<file path="src/rtl/hdmi_rd_timing_if.sv">
// Video/read-path bundle between the HDMI timing generator and its neighbours.
//   init_calib_complete : DDR3 calibration done (ui_clk domain, resynchronised by the master)
//   rd_load             : frame-start marker towards the DDR3 read side
//   rdata_req           : read-FIFO read enable, one 16-bit pixel per cycle
//   dataout             : read-FIFO data, RGB565, valid the cycle after rdata_req
//   video_hs/vs/de      : sync and active-video strobes, active high
//   video_rgb           : RGB888 pixel, black when video_de is low
// master = timing generator, slave = FIFO/encoder side.
interface hdmi_rd_timing_if;
    logic        init_calib_complete;
    logic        rd_load;
    logic        rdata_req;
    logic [15:0] dataout;
    logic        video_hs;
    logic        video_vs;
    logic        video_de;
    logic [23:0] video_rgb;

    modport master (
        input  init_calib_complete,
        input  dataout,
        output rd_load,
        output rdata_req,
        output video_hs,
        output video_vs,
        output video_de,
        output video_rgb
    );

    modport slave (
        output init_calib_complete,
        output dataout,
        input  rd_load,
        input  rdata_req,
        input  video_hs,
        input  video_vs,
        input  video_de,
        input  video_rgb
    );
endinterface

</file>
<file path="src/rtl/hdmi_rd_timing.sv">
// HDMI-side video timing generator and DDR3 read-FIFO master.
// Free-running h/v counters produce hsync/vsync/de; once DDR3 calibration is
// seen (and only from a frame boundary) pixels are requested from the read FIFO,
// expanded RGB565 -> RGB888 and presented aligned with video_de.
// Ports:
//   pixel_clk : pixel clock, all logic on the rising edge
//   sys_rst_n : asynchronous active-low reset
//   vid       : hdmi_rd_timing_if.master (calib in, FIFO data in, timing/pixel out)
// Every video output lags the counters by three pixel clocks.
module hdmi_rd_timing #(
    parameter int unsigned H_SYNC  = 40,
    parameter int unsigned H_BACK  = 220,
    parameter int unsigned H_DISP  = 1280,
    parameter int unsigned H_FRONT = 110,
    parameter int unsigned V_SYNC  = 5,
    parameter int unsigned V_BACK  = 20,
    parameter int unsigned V_DISP  = 720,
    parameter int unsigned V_FRONT = 5
) (
    input  logic              pixel_clk,
    input  logic              sys_rst_n,
    hdmi_rd_timing_if.master  vid
);

    localparam int unsigned H_TOTAL   = H_SYNC + H_BACK + H_DISP + H_FRONT;
    localparam int unsigned V_TOTAL   = V_SYNC + V_BACK + V_DISP + V_FRONT;
    localparam int unsigned HW        = $clog2(H_TOTAL);
    localparam int unsigned VW        = $clog2(V_TOTAL);
    localparam int unsigned H_ACT_BEG = H_SYNC + H_BACK;
    localparam int unsigned H_ACT_END = H_SYNC + H_BACK + H_DISP;
    localparam int unsigned V_ACT_BEG = V_SYNC + V_BACK;
    localparam int unsigned V_ACT_END = V_SYNC + V_BACK + V_DISP;

    localparam logic [1:0] ST_IDLE = 2'd0;
    localparam logic [1:0] ST_WAIT = 2'd1;
    localparam logic [1:0] ST_RUN  = 2'd2;

    logic [HW-1:0] h_cnt;
    logic [VW-1:0] v_cnt;
    logic          h_last;
    logic          v_last;
    logic          hs0;
    logic          vs0;
    logic          act0;

    logic          calib_meta;
    logic          calib_sync;
    logic [1:0]    state;
    logic [1:0]    state_nxt;
    logic          run;

    logic          rd_load_q;
    logic          rdata_req_q;
    logic          hs1, vs1, de1;
    logic          hs2, vs2, de2, req2;
    logic          video_hs_q, video_vs_q, video_de_q;
    logic [23:0]   video_rgb_q;
    logic [23:0]   rgb888;

    assign h_last = (h_cnt == HW'(H_TOTAL - 1));
    assign v_last = (v_cnt == VW'(V_TOTAL - 1));

    // Raster counters, free running from reset release regardless of state
    always_ff @(posedge pixel_clk or negedge sys_rst_n) begin
        if (!sys_rst_n) begin
            h_cnt <= '0;
            v_cnt <= '0;
        end else if (h_last) begin
            h_cnt <= '0;
            v_cnt <= v_last ? '0 : v_cnt + VW'(1);
        end else begin
            h_cnt <= h_cnt + HW'(1);
        end
    end

    // Stage-0 timing windows decoded straight from the counters
    assign hs0  = (h_cnt < HW'(H_SYNC));
    assign vs0  = (v_cnt < VW'(V_SYNC));
    assign act0 = (h_cnt >= HW'(H_ACT_BEG)) && (h_cnt < HW'(H_ACT_END)) &&
                  (v_cnt >= VW'(V_ACT_BEG)) && (v_cnt < VW'(V_ACT_END));

    // Two-flop resynchroniser for the ui_clk-domain calibration flag
    always_ff @(posedge pixel_clk or negedge sys_rst_n) begin
        if (!sys_rst_n) begin
            calib_meta <= 1'b0;
            calib_sync <= 1'b0;
        end else begin
            calib_meta <= vid.init_calib_complete;
            calib_sync <= calib_meta;
        end
    end

    // State register
    always_ff @(posedge pixel_clk or negedge sys_rst_n) begin
        if (!sys_rst_n) begin
            state <= ST_IDLE;
        end else begin
            state <= state_nxt;
        end
    end

    // Next state: reads only start on a frame boundary; losing calib aborts at once
    always_comb begin
        state_nxt = state;
        case (state)
            ST_IDLE: if (calib_sync) state_nxt = ST_WAIT;
            ST_WAIT: begin
                if (!calib_sync)          state_nxt = ST_IDLE;
                else if (h_last && v_last) state_nxt = ST_RUN;
            end
            ST_RUN:  if (!calib_sync) state_nxt = ST_IDLE;
            default: state_nxt = ST_IDLE;
        endcase
    end

    assign run = (state == ST_RUN);

    // RGB565 -> RGB888 by replicating each component's MSBs into the new LSBs
    assign rgb888 = {vid.dataout[15:11], vid.dataout[15:13],
                     vid.dataout[10:5],  vid.dataout[10:9],
                     vid.dataout[4:0],   vid.dataout[4:2]};

    // Request stage, two alignment stages, then registered video outputs
    always_ff @(posedge pixel_clk or negedge sys_rst_n) begin
        if (!sys_rst_n) begin
            rd_load_q   <= 1'b0;
            rdata_req_q <= 1'b0;
            hs1         <= 1'b0;
            vs1         <= 1'b0;
            de1         <= 1'b0;
            hs2         <= 1'b0;
            vs2         <= 1'b0;
            de2         <= 1'b0;
            req2        <= 1'b0;
            video_hs_q  <= 1'b0;
            video_vs_q  <= 1'b0;
            video_de_q  <= 1'b0;
            video_rgb_q <= '0;
        end else begin
            rd_load_q   <= run && vs0;
            rdata_req_q <= run && act0;
            hs1         <= hs0;
            vs1         <= vs0;
            de1         <= act0;
            hs2         <= hs1;
            vs2         <= vs1;
            de2         <= de1;
            req2        <= rdata_req_q;
            video_hs_q  <= hs2;
            video_vs_q  <= vs2;
            video_de_q  <= de2;
            // FIFO data is only meaningful in the cycle after an issued request
            video_rgb_q <= (de2 && req2) ? rgb888 : 24'h0;
        end
    end

    assign vid.rd_load   = rd_load_q;
    assign vid.rdata_req = rdata_req_q;
    assign vid.video_hs  = video_hs_q;
    assign vid.video_vs  = video_vs_q;
    assign vid.video_de  = video_de_q;
    assign vid.video_rgb = video_rgb_q;

endmodule

</file>
<file path="src/flat_wrapper.sv">
// flat-port wrapper written by rule: the top's interface ports become plain ports
module hdmi_rd_timing_flat 
#(
    parameter int unsigned H_SYNC  = 40,
    parameter int unsigned H_BACK  = 220,
    parameter int unsigned H_DISP  = 1280,
    parameter int unsigned H_FRONT = 110,
    parameter int unsigned V_SYNC  = 5,
    parameter int unsigned V_BACK  = 20,
    parameter int unsigned V_DISP  = 720,
    parameter int unsigned V_FRONT = 5
)
  (pixel_clk, sys_rst_n, vid_init_calib_complete, vid_dataout, vid_rd_load, vid_rdata_req, vid_video_hs, vid_video_vs, vid_video_de, vid_video_rgb);
  hdmi_rd_timing_if vid_i ();
  input  logic pixel_clk;
  input  logic sys_rst_n;
  input wire logic [$bits(vid_i.init_calib_complete)-1:0] vid_init_calib_complete;
  input wire logic [$bits(vid_i.dataout)-1:0] vid_dataout;
  output wire logic [$bits(vid_i.rd_load)-1:0] vid_rd_load;
  output wire logic [$bits(vid_i.rdata_req)-1:0] vid_rdata_req;
  output wire logic [$bits(vid_i.video_hs)-1:0] vid_video_hs;
  output wire logic [$bits(vid_i.video_vs)-1:0] vid_video_vs;
  output wire logic [$bits(vid_i.video_de)-1:0] vid_video_de;
  output wire logic [$bits(vid_i.video_rgb)-1:0] vid_video_rgb;
  assign vid_i.init_calib_complete = vid_init_calib_complete;
  assign vid_i.dataout = vid_dataout;
  assign vid_rd_load = vid_i.rd_load;
  assign vid_rdata_req = vid_i.rdata_req;
  assign vid_video_hs = vid_i.video_hs;
  assign vid_video_vs = vid_i.video_vs;
  assign vid_video_de = vid_i.video_de;
  assign vid_video_rgb = vid_i.video_rgb;
  hdmi_rd_timing #(.H_SYNC(H_SYNC), .H_BACK(H_BACK), .H_DISP(H_DISP), .H_FRONT(H_FRONT), .V_SYNC(V_SYNC), .V_BACK(V_BACK), .V_DISP(V_DISP), .V_FRONT(V_FRONT)) u_core (.pixel_clk(pixel_clk), .sys_rst_n(sys_rst_n), .vid(vid_i));
endmodule
</file>
<file path="config.mk">
export PLATFORM = sky130hd
export DESIGN_NAME = hdmi_rd_timing_flat
export DESIGN_NICKNAME = d
export VERILOG_FILES = /design/src/rtl/hdmi_rd_timing_if.sv /design/src/rtl/hdmi_rd_timing.sv /design/src/flat_wrapper.sv
export SDC_FILE = /design/constraint.sdc
export NUM_CORES = 1
export LEC_CHECK = 0
export CAP_MARGIN = 20
export CORE_MARGIN = 2
export CORE_UTILIZATION = 45
export CTS_BUF_LIST = sky130_fd_sc_hd__clkbuf_4
export DETAILED_ROUTE_END_ITERATION = 10
export DONT_BUFFER_PORTS = 1
export PLACE_DENSITY_LB_ADDON = 0.05
export SYNTH_ARGS = -nofsm -noshare
export SYNTH_HDL_FRONTEND = slang
export SYNTH_SLANG_ARGS = --single-unit
</file>
<file path="constraint.sdc">
create_clock -name pixel_clk -period 2.7 [get_ports pixel_clk]
set_input_delay 0.27 -clock pixel_clk [delete_from_list [all_inputs] [get_ports pixel_clk]]
set_output_delay 0.27 -clock pixel_clk [all_outputs]
set_load 0.03 [all_outputs]
</file>
==> flow_summary.yaml <==
yosys:
  syn-num-nets: 223
  synth_common_cells: "dfrtp_1 (53), nor2_1 (19), and3_1 (17)"
  synthTopCellsByArea: "dfrtp_1 (58%), and3_1 (4.7%), nor2_1 (3.1%), ha_1 (2.8%), buf_4 (2.6%)"
  synth-seq-cells: 53
  synth_most_common_cell: "dfrtp_1"
  yosys_warnings: 0
  syn_area_per_cell_um2: 11.41
  synth.distinct_cells: 44
  ys_seq_area_share_pct: 58.40
  syn-instance-count: 199
  synth-main-ff-cell: "dfrtp_1"
  synthArstFlopShare_pct: 100.0
  synth_edf_count: 0
  syn_area_um2: 2271
  netlist.area_leader.share_pct: 58.40
  synth_largest_area_cell: "dfrtp_1"
finish:
  area_growth_pct: 4.683
  diodes: 0
  fillers: 434
  stdcell_count: 263
  drive_gt1_share_pct: 10.71
  fin_nets: 219
worst_setup_path:
  r2r-end: "u_core.v_cnt[4]$_DFFE_PN0N_"
  cp.required_ns: 2.98
  rrSetupSlack_ns: 0.67
  crit_path_end_kind: "flop"
  crit_fanout: 10
  r2r_start: "u_core.h_cnt[7]$_DFF_PN0_"
  crit_type: "flop to flop"
  critical_path.slowest_cell: "dfrtp_1"
  crit_family: "simple AND/OR/NAND/NOR gates"
  r2r_cells: 5
  cpPeakStageDelay_ns: 0.46
  critPathBufInv: 1
  crit_chain: "or3_4 -> nor4_4 -> buf_4 -> nand3_1 -> mux2_2"
  arrival_ns: 2.31
  start_kind: "flop"
detailed_routing:
  post_drt_wl_per_cell_um: 15.10
  drtIter0Drc: 105
  vias: 1427
  drcViolationCount: 0
  ant_nets: 0
  drt-total-wl_mm: 3.972
  drt_first_pass_iters: 4
  via_per_inst: 5.426
timing:
  fin_crit_ns: 2.026
  finalCritPeriodShare_pct: 75.05
  hold_viol_final: 0
  fmax_mhz: 493.5
  finalSetupTns_ns: 0
  tightest_slew_ns: 0.6415
  setup_viol: 0
  skew_ns: 0.01074
  finalWorstSetupSlack_ns: 0.6736
  timing.final.max_slew_violations: 0
  rsz0062_at_grt: "no"
  slew_headroom_pct: 56.13
clock_network:
  clk_path_buf_depth: 2
  cts_hold_buf: 3
  ctsRootBufferMaster: "clkbuf_4"
  clk_pin_slew_ns: 0.15
  clk_latency_ns: 0.37
  post-cts-setup-buffers: 0
  numCtsBuffers: 5
  ctsHtreeMaxLevel: 2
  cts_num_sinks: 53
  cts-resized-gates: 0
  cts_tree: "yes"
status:
  status: "completed"
min_path:
  whs_endpoint: "u_core.vid.video_rgb[4]$_DFF_PN0_"
  hold_path.class: "input port to flop"
  min-delay-start: "vid_dataout[1]"
  whs_path_depth: 1
flow_run:
  drv_cap: 0
floorplanning:
  core_area_um2: 4786
  start_util_pct: 47.45
  die-area_um2: 5631
  die_y_um: 75.04
  rows: 25
  die_w_um: 75.04
  io_pins: 48
global_route:
  grt_busiest_layer: "met2"
  grt_pass1_vias: 1405
  grt_pass1_wl_mm: 6.727
  grt_usage_pct: 15.94
  gr-usage-met2_pct: 24.85
  antenna_found_initial: 0
  grt_use_met1_pct: 20.73
  grt_max_degree: 54
  gr-total-overflow: 0
  globalRouteMet3Util_pct: 4.819
place:
  gp_routability_congestion: 0.8110
  hpwl_mm: 2.684
  place_inst: 252
  io_buffers: 0
  pre_cts_slack_ns: 0.7066
pwr:
  powerDensity_nw_per_um2: 494.0
  ir_drop_mv: 0.3174
  p_leak_nw: 1.158
==> worst max path at each step <==
stage,start,end,slack (ns),cells after the start
2_1_floorplan,u_core.h_cnt[7]$_DFF_PN0_,u_core.v_cnt[3]$_DFFE_PN0N_,0.83,4
3_3_place_gp,u_core.h_cnt[7]$_DFF_PN0_,u_core.v_cnt[4]$_DFFE_PN0N_,0.74,5
3_5_place_dp,u_core.h_cnt[7]$_DFF_PN0_,u_core.v_cnt[4]$_DFFE_PN0N_,0.71,5
4_1_cts,u_core.h_cnt[7]$_DFF_PN0_,u_core.v_cnt[4]$_DFFE_PN0N_,0.67,5
5_1_grt,u_core.h_cnt[7]$_DFF_PN0_,u_core.v_cnt[4]$_DFFE_PN0N_,0.54,5
6_report,u_core.h_cnt[7]$_DFF_PN0_,u_core.v_cnt[4]$_DFFE_PN0N_,0.67,5
==> area by class of cell <==
cell class	instances	area [um2]	share of cell area [%]
Clock inverter	3	21.27	0.8947
Inverter	6	22.52	0.9474
Clock buffer	5	37.54	1.579
Sequential cell	53	1326	55.79
Tap cell	67	83.83	3.526
Multi-Input combinational cell	124	823.3	34.63
Timing Repair Buffer	5	62.56	2.632
==> layer usage <==
| layer | share of wire (%) | routed length (um) | vias to the layer above |
|---|---|---|---|
| li1 | - | - | 678 |
| met1 | 46 | 1811 | 682 |
| met2 | 46 | 1846 | 64 |
| met3 | 7.2 | 285 | 3 |
| met4 | 0.70 | 28 | 0 |
| met5 | 0 | 0 | - |
==> sequential cells by signal, indices dropped and copies added (netlist names), 2 cells and up <==
register,count
u_core.h_cnt,11
u_core.state,2
u_core.v_cnt,10
u_core.vid.video_rgb,16
==> where the power goes <==
| part | internal (mW) | total (mW) | switching (mW) |
|---|---|---|---|
| Sequential | 0.796 | 0.797 | 0.00103 |
| Combinational | 0.00692 | 0.0231 | 0.0162 |
| Clock | 0.104 | 0.354 | 0.250 |
| Total | 0.907 | 1.17 | 0.268 |
==> metrics by stage <==
step | utilization (%) | power (mW) | instance area, um2 | hold slack, ns
global placement | 47.45 | 0.8137 | 2271 | -0.02447
finish | 49.67 | 1.174 | 2377 | 0.05527
global route | 49.67 | 1.238 | 2377 | 0.02151
floorplan | - | 0.8133 | 2271 | -0.02559
CTS | 49.67 | 1.199 | 2377 | 0.03336
detailed placement | 47.45 | 0.8139 | 2271 | -0.02457
==> cells by family (layout without fill, tap and decap cells) <==
family	Yosys count	in the layout	share of synthesized area, %
and+or+nand+nor	84	84	21.43
DFF	53	53	58.40
AOI/OAI and AO/OA	24	24	7.604
buffers and inverters	22	19	5.344
xor gates and xnor gates	9	9	3.471
adders and majority gates	5	5	2.755
muxes	2	2	0.9917
==> cell usage in the layout (no fill, tap or decap), types with 2 or more instances in the layout <==
cell / synthesis / layout
and4_1: 2 / 2
inv_1: 6 / 6
clkbuf_4: 0 / 5
nand3_1: 8 / 8
nand4b_1: 2 / 2
nor2_1: 19 / 19
dfrtp_1: 53 / 53
nand2_1: 12 / 12
o21ai_0: 7 / 7
a21oi_1: 2 / 2
nor3_1: 5 / 5
dlygate4sd3_1: 0 / 2
xor2_1: 6 / 6
a2111oi_0: 2 / 2
nand4_1: 3 / 3
nor4_1: 2 / 2
buf_4: 8 / 2
mux2_2: 2 / 2
nand2b_1: 2 / 2
xnor2_1: 3 / 3
or3_1: 2 / 2
a22o_1: 4 / 4
ha_1: 5 / 5
and3_1: 17 / 17
Power figures use the tool's default switching activity.
